===== src/rtl/vio_route_stamper_pkg.sv =====
// Purpose: shared widths, stamper FSM states and route config word for the vFPGA route stamper.
// Latency: n/a (types and constants only).
// Backpressure: n/a.
package lynxTypes;

    localparam int AXI_DATA_BITS  = 512;
    localparam int PID_BITS       = 6;
    localparam int VIO_ROUTE_BITS = 14;

    typedef enum logic [1:0] {
        ST_IDLE = 2'd0,
        ST_PASS = 2'd1,
        ST_DROP = 2'd2
    } vio_stamp_state_t;

    typedef struct packed {
        logic                      en;
        logic [VIO_ROUTE_BITS-1:0] route;
    } vio_route_cfg_t;

endpackage


===== src/rtl/vio_route_stamper_skid.sv =====
// Purpose: 2-entry AXI4SR register slice (output register + skid register) with route as sideband.
// Latency: 1 cycle s->m when empty.
// Backpressure: s_tready = skid register empty; full rate under continuous m_tready.
// Ports: aclk/areset (sync, active-high); s_* sink with s_route sideband; m_* source with m_route.
module vio_skid_buffer #(
    parameter int DATA_BITS  = 512,
    parameter int TID_BITS   = 6,
    parameter int ROUTE_BITS = 14
) (
    input  logic                    aclk,
    input  logic                    areset,
    input  logic                    s_tvalid,
    output logic                    s_tready,
    input  logic [DATA_BITS-1:0]    s_tdata,
    input  logic [DATA_BITS/8-1:0]  s_tkeep,
    input  logic                    s_tlast,
    input  logic [TID_BITS-1:0]     s_tid,
    input  logic [ROUTE_BITS-1:0]   s_route,
    output logic                    m_tvalid,
    input  logic                    m_tready,
    output logic [DATA_BITS-1:0]    m_tdata,
    output logic [DATA_BITS/8-1:0]  m_tkeep,
    output logic                    m_tlast,
    output logic [TID_BITS-1:0]     m_tid,
    output logic [ROUTE_BITS-1:0]   m_route
);

    localparam int PW = ROUTE_BITS + TID_BITS + 1 + DATA_BITS/8 + DATA_BITS;

    logic [PW-1:0] w_in;
    logic [PW-1:0] r_out;
    logic [PW-1:0] r_skid;
    logic          r_out_vld;
    logic          r_skid_vld;
    logic          w_push;

    assign w_in     = {s_route, s_tid, s_tlast, s_tkeep, s_tdata};
    assign s_tready = ~r_skid_vld;
    assign w_push   = s_tvalid & ~r_skid_vld;

    always_ff @(posedge aclk) begin
        if (areset) begin
            r_out_vld  <= 1'b0;
            r_skid_vld <= 1'b0;
            r_out      <= '0;
            r_skid     <= '0;
        end else if (~r_out_vld | m_tready) begin
            // Output slot frees this cycle: the older skid entry goes first.
            if (r_skid_vld) begin
                r_out      <= r_skid;
                r_out_vld  <= 1'b1;
                r_skid_vld <= 1'b0;
            end else begin
                r_out_vld <= w_push;
                if (w_push) begin
                    r_out <= w_in;
                end
            end
        end else if (w_push) begin
            // Output stalled: park the beat accepted this cycle.
            r_skid     <= w_in;
            r_skid_vld <= 1'b1;
        end
    end

    assign m_tvalid = r_out_vld;
    assign {m_route, m_tid, m_tlast, m_tkeep, m_tdata} = r_out;

endmodule


===== src/rtl/vio_route_stamper.sv =====
// Purpose: latch a host route word, stamp it as per-packet-stable tdest, drop traffic while routing is disabled.
// Latency: 1 cycle s->m through a 2-entry skid buffer.
// Backpressure: s_tready follows skid space while forwarding; always 1 while dropping; 0 in reset.
// Ports: aclk/areset (sync, active-high); cfg_* host config; s_*/m_* AXI4SR; m_route tdest; drop_cnt/pkt_cnt.
// Optional: VIO_ROUTE_STATS_EN implements drop_cnt/pkt_cnt; without it both are tied to 0.
module vio_route_stamper
    import lynxTypes::*;
#(
    parameter int DATA_BITS  = AXI_DATA_BITS,
    parameter int TID_BITS   = PID_BITS,
    parameter int ROUTE_BITS = VIO_ROUTE_BITS
) (
    input  logic                    aclk,
    input  logic                    areset,
    input  logic                    cfg_valid,
    input  logic [ROUTE_BITS-1:0]   cfg_route,
    input  logic                    cfg_en,
    output logic                    cfg_pending,
    input  logic                    s_tvalid,
    output logic                    s_tready,
    input  logic [DATA_BITS-1:0]    s_tdata,
    input  logic [DATA_BITS/8-1:0]  s_tkeep,
    input  logic                    s_tlast,
    input  logic [TID_BITS-1:0]     s_tid,
    output logic                    m_tvalid,
    input  logic                    m_tready,
    output logic [DATA_BITS-1:0]    m_tdata,
    output logic [DATA_BITS/8-1:0]  m_tkeep,
    output logic                    m_tlast,
    output logic [TID_BITS-1:0]     m_tid,
    output logic [ROUTE_BITS-1:0]   m_route,
    output logic [31:0]             drop_cnt,
    output logic [31:0]             pkt_cnt
);

    vio_stamp_state_t        r_state;
    logic                    r_act_en;
    logic [ROUTE_BITS-1:0]   r_act_route;
    logic                    r_pnd_en;
    logic [ROUTE_BITS-1:0]   r_pnd_route;
    logic                    r_pnd_vld;

    logic                    w_idle;
    logic                    w_apply;
    logic                    w_eff_en;
    logic [ROUTE_BITS-1:0]   w_eff_route;
    logic                    w_fwd;
    logic                    w_acc;
    logic                    w_skid_rdy;
    logic                    w_skid_vld;
    logic                    w_drop_done;

    // A pending config takes effect only between packets; the decision beat
    // already sees the applied value so there is no bubble on a change.
    assign w_idle      = (r_state == ST_IDLE);
    assign w_apply     = w_idle & s_tvalid & r_pnd_vld & ~areset;
    assign w_eff_en    = w_apply ? r_pnd_en    : r_act_en;
    // Outside IDLE no apply can occur, so this is the route latched at the packet's first beat.
    assign w_eff_route = w_apply ? r_pnd_route : r_act_route;

    assign w_fwd       = (r_state == ST_PASS) | (w_idle & w_eff_en);
    assign s_tready    = ~areset & (w_fwd ? w_skid_rdy : 1'b1);
    assign w_acc       = s_tvalid & s_tready;
    assign w_skid_vld  = s_tvalid & w_fwd & ~areset;
    assign w_drop_done = w_acc & s_tlast & ~w_fwd;
    assign cfg_pending = r_pnd_vld;

    always_ff @(posedge aclk) begin
        if (areset) begin
            r_state     <= ST_IDLE;
            r_act_en    <= 1'b0;
            r_act_route <= '0;
            r_pnd_en    <= 1'b0;
            r_pnd_route <= '0;
            r_pnd_vld   <= 1'b0;
        end else begin
            if (w_apply) begin
                r_act_en    <= r_pnd_en;
                r_act_route <= r_pnd_route;
            end
            // A fresh write beats a same-cycle apply and keeps the pending flag up.
            if (cfg_valid) begin
                r_pnd_en    <= cfg_en;
                r_pnd_route <= cfg_route;
                r_pnd_vld   <= 1'b1;
            end else if (w_apply) begin
                r_pnd_vld   <= 1'b0;
            end

            case (r_state)
                ST_IDLE: begin
                    if (w_acc & ~s_tlast) begin
                        r_state <= w_eff_en ? ST_PASS : ST_DROP;
                    end
                end
                ST_PASS, ST_DROP: begin
                    if (w_acc & s_tlast) begin
                        r_state <= ST_IDLE;
                    end
                end
                default: r_state <= ST_IDLE;
            endcase
        end
    end

    vio_skid_buffer #(
        .DATA_BITS  (DATA_BITS),
        .TID_BITS   (TID_BITS),
        .ROUTE_BITS (ROUTE_BITS)
    ) u_skid (
        .aclk     (aclk),
        .areset   (areset),
        .s_tvalid (w_skid_vld),
        .s_tready (w_skid_rdy),
        .s_tdata  (s_tdata),
        .s_tkeep  (s_tkeep),
        .s_tlast  (s_tlast),
        .s_tid    (s_tid),
        .s_route  (w_eff_route),
        .m_tvalid (m_tvalid),
        .m_tready (m_tready),
        .m_tdata  (m_tdata),
        .m_tkeep  (m_tkeep),
        .m_tlast  (m_tlast),
        .m_tid    (m_tid),
        .m_route  (m_route)
    );

`ifdef VIO_ROUTE_STATS_EN
    logic [31:0] r_drop_cnt;
    logic [31:0] r_pkt_cnt;

    always_ff @(posedge aclk) begin
        if (areset) begin
            r_drop_cnt <= '0;
            r_pkt_cnt  <= '0;
        end else begin
            if (w_drop_done) begin
                r_drop_cnt <= r_drop_cnt + 32'd1;
            end
            if (m_tvalid & m_tready & m_tlast) begin
                r_pkt_cnt <= r_pkt_cnt + 32'd1;
            end
        end
    end

    assign drop_cnt = r_drop_cnt;
    assign pkt_cnt  = r_pkt_cnt;
`else
    logic w_unused_drop;
    assign w_unused_drop = w_drop_done;
    assign drop_cnt = '0;
    assign pkt_cnt  = '0;
`endif

endmodule


===== config.mk =====
export PLATFORM = sky130hd
export DESIGN_NAME = vio_route_stamper
export DESIGN_NICKNAME = d
export VERILOG_FILES = /design/src/rtl/vio_route_stamper_pkg.sv /design/src/rtl/vio_route_stamper_skid.sv /design/src/rtl/vio_route_stamper.sv
export SDC_FILE = /design/constraint.sdc
export NUM_CORES = 2
export LEC_CHECK = 0
export BUFFER_PORTS_ARGS = -buffer_cell sky130_fd_sc_hd__buf_2
export CAP_MARGIN = 20
export CORE_AREA = 3 3 489 491
export DETAILED_ROUTE_END_ITERATION = 6
export DIE_AREA = 0 0 492 494
export HOLD_SLACK_MARGIN = 0.03
export SETUP_SLACK_MARGIN = 0.2
export SYNTH_ARGS = -nofsm -noshare
export SYNTH_HDL_FRONTEND = slang
export SYNTH_HIERARCHICAL = 1
export SYNTH_SLANG_ARGS = --single-unit

===== constraint.sdc =====
create_clock -name aclk -period 3.6 [get_ports aclk]
set_input_delay 0.54 -clock aclk [delete_from_list [all_inputs] [get_ports aclk]]
set_output_delay 0.54 -clock aclk [all_outputs]
set_load 0.05 [all_outputs]

==> impl_table.tex <==
\begin{tabular}{lr}
\hline
Metric & Value \\
\hline
\multicolumn{2}{l}{\textbf{Power}} \\
P\_sw & about 13,000 uW \\
Static power due to leakage & 0.0253 uW \\
Portion of total power attributed to sequential cells & roughly two fifths \\
Internal power & around 26,000 uW \\
Combinational share of power & 22.6\% \\
Clock network fraction of total power & 38.9\% \\
VDD IR max & around 0.00046 V \\
PwrDens & 542 mW/mm\^{}2 \\
Switching Fraction & 33.6\% \\
\multicolumn{2}{l}{\textbf{Detailed routing}} \\
Number of vias per cell & approximately 4.6 \\
Number of DRC markers in iteration 0 & 3,903 \\
Final antenna-violating net count & 0 \\
Routed length per placed instance & 20.7 um \\
Count of unresolved DRC violations after routing & 0 \\
Detailed-route via count & 48,100 \\
Detailed Routing Iterations Pass 1 & 6 \\
Routed WL & 216,000 um \\
\multicolumn{2}{l}{\textbf{Cells and area}} \\
Most frequent cells in the layout & sky130\_fd\_sc\_hd\_\_dfxtp\_1 (1,228), sky130\_fd\_sc\_hd\_\_buf\_2 (1,201), sky130\_fd\_sc\_hd\_\_a21oi\_1 (1,198) \\
Syn-to-layout area delta & 39.2\% \\
Fraction of layout cells with a size suffix above 1 & 28.2\% \\
Net count of the finished layout & 7,692 \\
Number of filler instances in the final layout & between 20,000 and 25,000 \\
Leading cell type in the layout, fill and taps excluded & sky130\_fd\_sc\_hd\_\_dfxtp\_1 \\
\multicolumn{2}{l}{\textbf{Placement}} \\
Final estimated routing congestion in global placement & 0.889 \\
Pre-CTS setup slack & roughly 0.65 ns \\
Count of input and output buffers & $\sim$1,200 \\
HPWL after DPL & between 150,000 and 200,000 um \\
\multicolumn{2}{l}{\textbf{Clock tree}} \\
TritonCTS clock tree & built \\
Worst-path clk slew & 0.07 ns \\
Clock net sink count & 1,229 \\
Post CTS Setup Buffer Count & 0 \\
Worst-Skew Late Latency & 0.78 ns \\
H-tree depth & 4 \\
Number of hold buffers added after CTS & 597 \\
Clock root buffer master & sky130\_fd\_sc\_hd\_\_clkbuf\_16 \\
CTS buffer count & 140 \\
CTS-repair resized insts & 0 \\
Maximum buffer depth of the clock tree & 3 \\
\multicolumn{2}{l}{\textbf{Synthesis}} \\
Sequential element share of the synthesized area & 48.0\% \\
Synthesized instance count & 5,515 \\
Flip-flop and latch count after synthesis & 1,229 \\
YS warnings & 6 \\
Top\_reg\_cell synth & sky130\_fd\_sc\_hd\_\_dfxtp\_1 \\
Area of the mapped netlist & 0.0513 mm\^{}2 \\
Count of unique library cells instantiated by Yosys & 34 \\
Async SR Flop Fraction & 0\% \\
Number of flops mapped to enable cells by yosys & 0 \\
Average footprint of a synthesized cell & 9.30 um\^{}2 \\
\multicolumn{2}{l}{\textbf{STA}} \\
Transition time at the pin with the least slew margin & 1.01 ns \\
Post-layout minimum cycle time & just over 3 ns \\
Number of slew-limit violations in the final report & 0 \\
Tcrit/Tclk final & 85.3\% \\
Final Hold Vio Count & 0 \\
RSZ-0062 raised after global routing & false \\
Worst slew margin relative to its limit & 32.4\% \\
Sum Neg Setup Slack & 0 ns \\
Least setup slack across all paths after layout & 0.528 ns \\
Worst Clk Skew & 0.0421 ns \\
Peak clock frequency supported by timing & 0.326 GHz \\
Final setup viols & 0 \\
WHS & 0.131 ns \\
\multicolumn{2}{l}{\textbf{Floorplan}} \\
Die X-Extent & 492 um \\
Number of top-level design ports & approximately 1,300 \\
Die Span Y & 494 um \\
Placeable Area & 0.235 mm\^{}2 \\
Count of standard-cell rows & 178 \\
Initial core utilization & between 20\% and 30\% \\
Area enclosed by the die boundary & 0.243 mm\^{}2 \\
\multicolumn{2}{l}{\textbf{Worst setup path}} \\
Kind of start point of the critical path & register \\
Worst reg2reg startpoint & r\_state[0] \\
Worst setup path endpoint & u\_skid/r\_out[507] \\
Launch point of the critical path & r\_state[0] \\
Worst setup slack for register-to-register paths & 0.53 ns \\
Worst setup path category & register to register \\
Worst reg2reg path depth & 11 \\
Endpoint kind of the worst setup timing path & register \\
Critical Path RT & 4.25 ns \\
CP Cell Sequence & inv\_1 > ha\_1 > nand4b\_4 > o22ai\_4 > nor2\_1 > nor2\_1 > or2\_4 > buf\_12 > buf\_4 > a21oi\_1 > a211oi\_2 \\
Crit path max fanout & 49 \\
Worst path bufs/invs & 3 \\
End of the worst register-to-register path & u\_skid/r\_out[507] \\
Critical Path Max Stage Delay & 0.46 ns \\
Critical Path Stages & 11 \\
CP delay by family, top & buffers and inverters \\
Cell mode on critical path & sky130\_fd\_sc\_hd\_\_nor2\_1 \\
Critical Path AT & 3.72 ns \\
Cell at the slowest stage of the critical path & sky130\_fd\_sc\_hd\_\_buf\_4 \\
\multicolumn{2}{l}{\textbf{Global routing}} \\
Total congestion overflow & 0 \\
Initial antenna violation count & 93 \\
Pin count of the biggest net entering global routing & 169 \\
Total routing resource utilization after global routing & approximately 17\% \\
Vias in the first global route & 46,900 \\
First-pass GRT wire length & 313,000 um \\
\multicolumn{2}{l}{\textbf{Status}} \\
Result of the run & completed \\
\multicolumn{2}{l}{\textbf{Run}} \\
Number of violations of the max-capacitance limit & 0 \\
\multicolumn{2}{l}{\textbf{Worst hold path}} \\
Number of cells on the worst hold path & 3 \\
Worst Hold Class & primary input to register \\
\hline
\end{tabular}
==> power groups by stage <==
| stage | clock, uW | combinational [uW] | sequential [uW] |
|---|---|---|---|
| after floorplan | 0 | 3080 | 17800 |
| after global placement | 0 | 8020 | 15200 |
| after detailed placement | 0 | 8140 | 15200 |
| after CTS | 15400 | 8770 | 14900 |
| after global routing | 16000 | 9220 | 15000 |
| final | 15100 | 8770 | 14900 |
==> layout make-up <==
type / count / area [um^2] / share of cell area, %
Sequential cell: 1229 / 24600 / 34.5
Multi-Input combinational cell: 3740 / 23900 / 33.5
Timing Repair Buffer: 1970 / 13900 / 19.5
Clock buffer: 197 / 4100 / 5.74
Tap cell: 3150 / 3940 / 5.52
Clock inverter: 55 / 752 / 1.05
Antenna cell: 53 / 133 / 0.186
Inverter: 6 / 22.5 / 0.0315
==> per-layer routing <==
metal | vias to the layer above | global-route usage (%) | share of wire (%)
met5 | - | 0 | 0.16
met4 | 58 | 5.48 | 3.3
met3 | 437 | 5.35 | 8.9
met2 | 1998 | 26.4 | 45
met1 | 23200 | 21.6 | 43
li1 | 22400 | - | -
==> sequential cells by signal (all words and copies together) (netlist names), 2 cells and up <==
signal         flops
u_skid/r_out     597
r_state            2
u_skid/r_skid    597
r_pnd_route       14
r_act_route       14
==> worst reg2reg max path: stages (launching register included) <==
cell,delay (ns)
sky130_fd_sc_hd__dfxtp_1,0.34
sky130_fd_sc_hd__inv_1,0.09
sky130_fd_sc_hd__ha_1,0.32
sky130_fd_sc_hd__nand4b_4,0.15
sky130_fd_sc_hd__o22ai_4,0.19
sky130_fd_sc_hd__nor2_1,0.08
sky130_fd_sc_hd__nor2_1,0.21
sky130_fd_sc_hd__or2_4,0.30
sky130_fd_sc_hd__buf_12,0.27
sky130_fd_sc_hd__buf_4,0.54
sky130_fd_sc_hd__a21oi_1,0.21
sky130_fd_sc_hd__a211oi_2,0.26
==> synth_stat cells, drive strengths merged (2+ instances only) <==
| library cell | n | area share (%) |
|---|---|---|
| dfxtp | 1229 | 48 |
| a21oi | 1198 | 12 |
| nand2 | 1197 | 8.8 |
| mux2i | 613 | 12 |
| a211oi | 598 | 13 |
| clkbuf | 379 | 2.8 |
| buf | 224 | 3.0 |
| nor2 | 21 | 0.15 |
| and2 | 15 | 0.19 |
| mux2 | 15 | 0.37 |
| inv | 6 | 0.044 |
| ha | 2 | 0.049 |
| nand2b | 2 | 0.024 |
| o2111ai | 2 | 0.034 |
| o22ai | 2 | 0.051 |
==> logic make-up (layout without fill, tap and decap cells) <==
kind of cell / count (synthesis) / count (layout) / synth area share, %
flip-flops: 1229 / 1229 / 48.0
AO/OA/AOI/OAI: 1803 / 1803 / 24.5
buffers and inverters: 609 / 2228 / 5.86
other: 1 / 117 / 0.00731
multiplexers: 628 / 628 / 12.3
AND/OR/NAND/NOR: 1243 / 1243 / 9.29
adder cells (fa/ha/maj): 2 / 2 / 0.0488
==> stage by stage <==
step | std cells | power [uW] | utilization [%] | area [um^2]
5_1_grt | 10400 | 40200 | 30.3 | 71400
2_1_floorplan | 5578 | 20900 | - | 51500
4_1_cts | 10300 | 39100 | 30.3 | 71300
3_3_place_gp | 9498 | 23200 | 25.7 | 60400
3_5_place_dp | 9498 | 23300 | 25.7 | 60400
6_report | 10400 | 38700 | 30.4 | 71400
==> worst min-delay path by stage <==
stage / to / from / slack, ns
after global routing: u_skid/r_skid[79] / s_tdata[79] / 0.05
final: u_skid/r_skid[79] / s_tdata[79] / 0.13
after floorplan: u_skid/r_skid[0] / u_skid/r_skid[0] / 0.44
after global placement: u_skid/r_skid[433] / u_skid/r_skid[433] / 0.44
after detailed placement: u_skid/r_skid[417] / u_skid/r_skid[417] / 0.45
after CTS: u_skid/r_skid[428] / s_tdata[428] / 0.04
Power figures use the tool's default switching activity.
